--- src/rtl/pin_id_blinker.sv ---
// Pin-identification blinker: every led output repeats a pulse-coded copy of
// its own index (pin_base + i). One shared frame sequencer; per-pin compare.
module pin_id_blinker #(
  parameter int NUM_PINS        = 16,
  parameter int FIELD_W         = 4,
  parameter int NUM_FIELDS      = 2,
  parameter int SLOT_LOG2       = 4,
  parameter int PREAMBLE_SLOTS  = 2,
  parameter int GAP_SLOTS       = 3,
  parameter int FRAME_GAP_SLOTS = 4,
  parameter int ACTIVE_LOW      = 0,
  localparam int CW             = NUM_FIELDS * FIELD_W
) (
  input  logic                clk,
  input  logic                rst,
  input  logic                en,
  input  logic [CW-1:0]       pin_base,
  output logic [NUM_PINS-1:0] led,
  output logic                frame_start,
  output logic                busy
);

  localparam int   SW   = (FIELD_W >= 8) ? FIELD_W + 1 : 8;
  localparam int   FI_W = (NUM_FIELDS > 1) ? $clog2(NUM_FIELDS) : 1;
  localparam logic POL  = (ACTIVE_LOW != 0);

  localparam logic [SW-1:0]   P_LAST  = SW'(PREAMBLE_SLOTS - 1);
  localparam logic [SW-1:0]   F_LAST  = SW'((1 << FIELD_W) - 1);
  localparam logic [SW-1:0]   G_LAST  = SW'(GAP_SLOTS - 1);
  localparam logic [SW-1:0]   FG_LAST = SW'(FRAME_GAP_SLOTS - 1);
  localparam logic [FI_W-1:0] K_LAST  = FI_W'(NUM_FIELDS - 1);

  typedef enum logic [2:0] {IDLE, PREAMBLE, FIELD, GAP, FRAME_GAP} state_t;

  state_t               state, n_state;
  logic [SLOT_LOG2-1:0] tick, n_tick;
  logic [SW-1:0]        slot, n_slot;
  logic [FI_W-1:0]      field, n_field;
  logic                 n_fs;
  logic [CW-1:0]        base_q;
  logic [NUM_PINS-1:0]  lit;
  logic                 slot_end;

  assign slot_end = (tick == '1);

  // Counters hold the offset currently on the outputs; led is computed from
  // the next offset so that it lines up with the registered frame_start.
  always_comb begin
    n_state = state;
    n_tick  = tick + SLOT_LOG2'(1);
    n_slot  = slot;
    n_field = field;
    n_fs    = 1'b0;
    case (state)
      IDLE: begin
        n_tick = '0;
        if (en) begin
          n_state = PREAMBLE;
          n_slot  = '0;
          n_field = '0;
          n_fs    = 1'b1;
        end
      end
      PREAMBLE: if (slot_end) begin
        if (slot == P_LAST) begin
          n_state = FIELD;
          n_slot  = '0;
          n_field = '0;
        end else n_slot = slot + SW'(1);
      end
      FIELD: if (slot_end) begin
        if (slot == F_LAST) begin
          n_slot  = '0;
          n_state = (field == K_LAST) ? FRAME_GAP : GAP;
        end else n_slot = slot + SW'(1);
      end
      GAP: if (slot_end) begin
        if (slot == G_LAST) begin
          n_state = FIELD;
          n_slot  = '0;
          n_field = field + FI_W'(1);
        end else n_slot = slot + SW'(1);
      end
      FRAME_GAP: if (slot_end) begin
        if (slot == FG_LAST) begin
          n_state = PREAMBLE;
          n_slot  = '0;
          n_field = '0;
          n_fs    = 1'b1;
        end else n_slot = slot + SW'(1);
      end
      default: n_state = IDLE;
    endcase
    if (!en) begin
      n_state = IDLE;
      n_tick  = '0;
      n_slot  = '0;
      n_field = '0;
      n_fs    = 1'b0;
    end
  end

  // Field 0 is the most significant digit of the code.
  function automatic logic [FIELD_W-1:0] field_of(input logic [CW-1:0] code,
                                                  input logic [FI_W-1:0] k);
    logic [CW-1:0] sh;
    sh = code >> ((NUM_FIELDS - 1 - int'(k)) * FIELD_W);
    return sh[FIELD_W-1:0];
  endfunction

  for (genvar i = 0; i < NUM_PINS; i++) begin : g_pin
    logic [CW-1:0]      code;
    logic [FIELD_W-1:0] v;
    assign code   = base_q + CW'(i);
    assign v      = field_of(code, n_field);
    assign lit[i] = (n_state == PREAMBLE) ? n_tick[0]
                  : (n_state == FIELD) && n_tick[SLOT_LOG2-1] && (n_slot <= SW'(v));
  end

  always_ff @(posedge clk) begin
    if (rst) begin
      state       <= IDLE;
      tick        <= '0;
      slot        <= '0;
      field       <= '0;
      base_q      <= '0;
      led         <= {NUM_PINS{POL}};
      frame_start <= 1'b0;
      busy        <= 1'b0;
    end else begin
      state       <= n_state;
      tick        <= n_tick;
      slot        <= n_slot;
      field       <= n_field;
      if (n_fs) base_q <= pin_base;
      led         <= lit ^ {NUM_PINS{POL}};
      frame_start <= n_fs;
      busy        <= (n_state != IDLE);
    end
  end

endmodule
--- config.mk ---
export PLATFORM = sky130hd
export DESIGN_NAME = pin_id_blinker
export DESIGN_NICKNAME = d
export VERILOG_FILES = /design/src/rtl/pin_id_blinker.sv
export SDC_FILE = /design/constraint.sdc
export NUM_CORES = 1
export LEC_CHECK = 0
export BUFFER_PORTS_ARGS = -buffer_cell sky130_fd_sc_hd__buf_2
export CAP_MARGIN = 10
export CELL_PAD_IN_SITES_DETAIL_PLACEMENT = 1
export CELL_PAD_IN_SITES_GLOBAL_PLACEMENT = 1
export CORE_ASPECT_RATIO = 1.2
export CORE_MARGIN = 2
export CORE_UTILIZATION = 40
export CTS_BUF_LIST = sky130_fd_sc_hd__clkbuf_16
export CTS_CLUSTER_DIAMETER = 50
export CTS_CLUSTER_SIZE = 14
export DETAILED_ROUTE_END_ITERATION = 10
export PLACE_DENSITY = 0.7
export SLEW_MARGIN = 20
export SYNTH_ARGS = -nofsm -noshare
export SYNTH_HDL_FRONTEND = slang
export SYNTH_SLANG_ARGS = --single-unit
--- constraint.sdc ---
create_clock -name clk -period 11.6 [get_ports clk]
set_clock_uncertainty 0.05 [all_clocks]
set_input_delay 3.48 -clock clk [delete_from_list [all_inputs] [get_ports clk]]
set_output_delay 3.48 -clock clk [all_outputs]
set_load 0.05 [all_outputs]
==> flow_metrics.env <==
export IMPL_status="complete, no violations"
export IMPL_wire_per_inst_um=18.5
export IMPL_clock_power_share=0.345
export IMPL_clockRootBuffer="clkbuf_16"
export IMPL_cp_cell_sequence="buf_2 -> o221ai_1 -> a21oi_1 -> ha_1 -> nor2b_1 -> o21ai_0 -> nand2b_1 -> a21oi_1 -> a41oi_1 -> o21ai_1"
export IMPL_async_flop_share=0
export IMPL_synth_area_mm2=0.00488
export IMPL_power_density_mw_per_mm2=80.6
export IMPL_hold_path_startpoint="tick[0]"
export IMPL_die_w_um=105
export IMPL_ir_worst_vdd_mv=0.0564
export IMPL_criticalPathCategory="input port to flop"
export IMPL_gp_congestion=0.893
export IMPL_portBuffers=28
export IMPL_core_area_mm2=0.0120
export IMPL_start_util=0.406
export IMPL_die_area_mm2=0.0131
export IMPL_max_freq_mhz=172
export IMPL_crit_path_start_kind="input port"
export IMPL_relSlewSlack=0.258
export IMPL_synth_flop_cell="dfxtp_1"
export IMPL_place_inst=785
export IMPL_post_cts_buffers=0
export IMPL_grt_use_total=0.227
export IMPL_r2r_worst_path_cells=16
export IMPL_post_cts_resized=0
export IMPL_die_h_um=125
export IMPL_rrSetupSlack_ns=7.69
export IMPL_clk_latency_ns=0.29
export IMPL_viasPerCell=5.67
export IMPL_grt_pass1_vias=4752
export IMPL_hold_class="flop to flop"
export IMPL_hpwl_mm=11.0
export IMPL_cts_buffer_depth=2
export IMPL_synthCells=626
export IMPL_synth_avg_cell_area_um2=7.79
export IMPL_path_delay_family="compound AO/OA/AOI/OAI gates"
export IMPL_drtPass1Iterations=4
export IMPL_vias=4497
export IMPL_layout_nets=724
export IMPL_cts_hold_buf=0
export IMPL_holdPathEnd="tick[0]"
export IMPL_syn2layout_area_growth_pct=7.95
export IMPL_arrival_ns=5.94
export IMPL_grt_ovfl_total=0
export IMPL_drt_iter0_drc=136
export IMPL_timing_rr_start="slot[0]"
export IMPL_cp_max_fo=18
export IMPL_synth_seq_cells=42
export IMPL_rsz0062_at_grt="no"
export IMPL_clkTransAtPathRegs_ns=0.07
export IMPL_finalHoldViolations=0
export IMPL_cap_viol_max_count=0
export IMPL_cpMostUsedCell="a21oi_1"
export IMPL_num_antenna_cells=0
export IMPL_crit_buf_inv=1
export IMPL_cpMaxStageDelayCell="a21oi_1"
export IMPL_cts_tree="yes"
export IMPL_yosysSeqAreaShare=0.172
export IMPL_yosys_warnings=0
export IMPL_p_int_uw=281
export IMPL_whs_path_depth=1
export IMPL_cp_end_kind="flop"
export IMPL_antenna_found_initial=0
export IMPL_power_uw=425
export IMPL_slew_violations=0
export IMPL_ant_nets=0
export IMPL_p_leak_nw=2.24
export IMPL_power_frac_comb=0.286
export IMPL_seq_power_share=0.369
export IMPL_finalSetupTns_ns=0
export IMPL_final_cells=793
export IMPL_fp_row_count=44
export IMPL_cts_made_buffers=5
export IMPL_htreeDepth=2
export IMPL_grt_pass1_wl_mm=24.0
export IMPL_ys_types=58
export IMPL_setup_violations=0
export IMPL_grt_max_degree=52
export IMPL_synth_edff_count=0
export IMPL_worstPathRequired_ns=11.73
export IMPL_synth_fp_nets=719
export IMPL_ios=29
export IMPL_drive_gt1_frac=0.0981
export IMPL_timing_final_crit_period_ns=5.80
export IMPL_wirelength_mm=14.7
export IMPL_min_period_over_period=0.500
export IMPL_drc_errors=0
export IMPL_hold_ws_ns=0.431
export IMPL_p_sw_uw=144
export IMPL_worstMarginPinSlew_ns=1.11
export IMPL_clock_sinks=42
export IMPL_cpPeakStageDelay_ns=0.82
export IMPL_r2r_end="led[9]"
export IMPL_swShare=0.339
==> area by class of cell <==
cell class	count	area [µm²]
clock buffers	5	125
clock inverters	3	23.8
fillers	1526	6740
inverters	15	56.3
multi-input cells	534	3840
flip-flops and latches	42	841
well taps	161	201
repair buffers	33	178
==> cells in the mapped netlist, drive strengths merged (9+ instances only) <==
cell | number | area, µm²
nor2 | 55 | 206
a21oi | 59 | 303
inv | 15 | 56.3
a21boi | 9 | 67.6
dfxtp | 42 | 841
a41oi | 16 | 140
nand2b | 19 | 119
nor2b | 21 | 131
ha | 82 | 1030
clkbuf | 27 | 101
xor2 | 35 | 307
o21ai | 75 | 379
nand2 | 46 | 173
xnor2 | 32 | 280
nand3 | 17 | 90.1
==> registers in the layout (all words and copies together) (netlist names) <==
name	flops
base_q	8
busy	1
field	1
frame_start	1
led	16
slot	8
state	3
tick	4
==> worst register-to-register path: stages, from the launching register on <==
cell and delay (ns):
dfxtp_1 0.41, inv_1 0.09, ha_1 0.25, mux2_1 0.30
and4_2 0.26, a221oi_1 0.38, o21a_1 0.19, buf_4 0.44
and2_1 0.28, a21oi_1 0.07, ha_1 0.31, nor2b_1 0.13
o21ai_0 0.14, nand2b_1 0.07, a21oi_1 0.15, a41oi_1 0.08
o21ai_1 0.18
==> how the worst max path moves through the flow <==
| stage | from | end | slack [ns] | cells after the start |
|---|---|---|---|---|
| after floorplan | en | led[13] | 5.33 | 10 |
| after CTS | en | led[9] | 5.74 | 10 |
| after global placement | en | led[9] | 5.58 | 10 |
| final | en | led[9] | 5.80 | 10 |
| after detailed placement | en | led[9] | 5.43 | 10 |
| after global routing | en | led[7] | 5.56 | 10 |
==> power by group through the flow <==
stage | registers (mW) | logic (mW) | clock network [mW]
6_report | 0.157 | 0.121 | 0.147
5_1_grt | 0.157 | 0.138 | 0.155
4_1_cts | 0.157 | 0.123 | 0.150
3_5_place_dp | 0.160 | 0.122 | 0
3_3_place_gp | 0.160 | 0.115 | 0
2_1_floorplan | 0.158 | 0.0932 | 0
==> kinds of logic after synthesis <==
| family | count (synthesis) | synth area share |
|---|---|---|
| AND/OR/NAND/NOR | 193 | 0.210 |
| AO/OA/AOI/OAI | 181 | 0.222 |
| adder cells (fa/ha/maj) | 83 | 0.213 |
| XOR/XNOR | 67 | 0.120 |
| buffers and inverters | 50 | 0.0423 |
| flip-flops | 42 | 0.172 |
| multiplexers | 10 | 0.0210 |
==> layout by cell type, fill, tap and decap left out, drive strengths merged, types with 16 or more instances in the layout <==
cell type  Yosys  routed
ha            82      82
o21ai         75      75
a21oi         59      59
nor2          55      55
nand2         46      46
dfxtp         42      42
xor2          35      35
buf            8      33
xnor2         32      32
nor2b         21      21
nand2b        19      19
nand3         17      17
a41oi         16      16
inv           15      16
==> through the flow <==
step / cell area, µm² / worst slack (ns) / util
finish: 5270 / 5.80 / 0.439
floorplan: 4880 / 5.33 / -
global placement: 5120 / 5.58 / 0.426
detailed placement: 5120 / 5.43 / 0.426
CTS: 5270 / 5.74 / 0.439
global route: 5270 / 5.56 / 0.439
==> metal layers <==
metal | share of wire | wire [µm] | vias to the layer above | GRT usage
li1 | - | - | 2229 | -
met1 | 0.43 | 6270 | 2192 | 0.253
met2 | 0.53 | 7720 | 46 | 0.434
met3 | 0.012 | 183 | 30 | 0.0214
met4 | 0.035 | 521 | 0 | 0.0910
met5 | 0 | 0 | - | 0
Note: power is estimated with default switching activity, not from simulation.
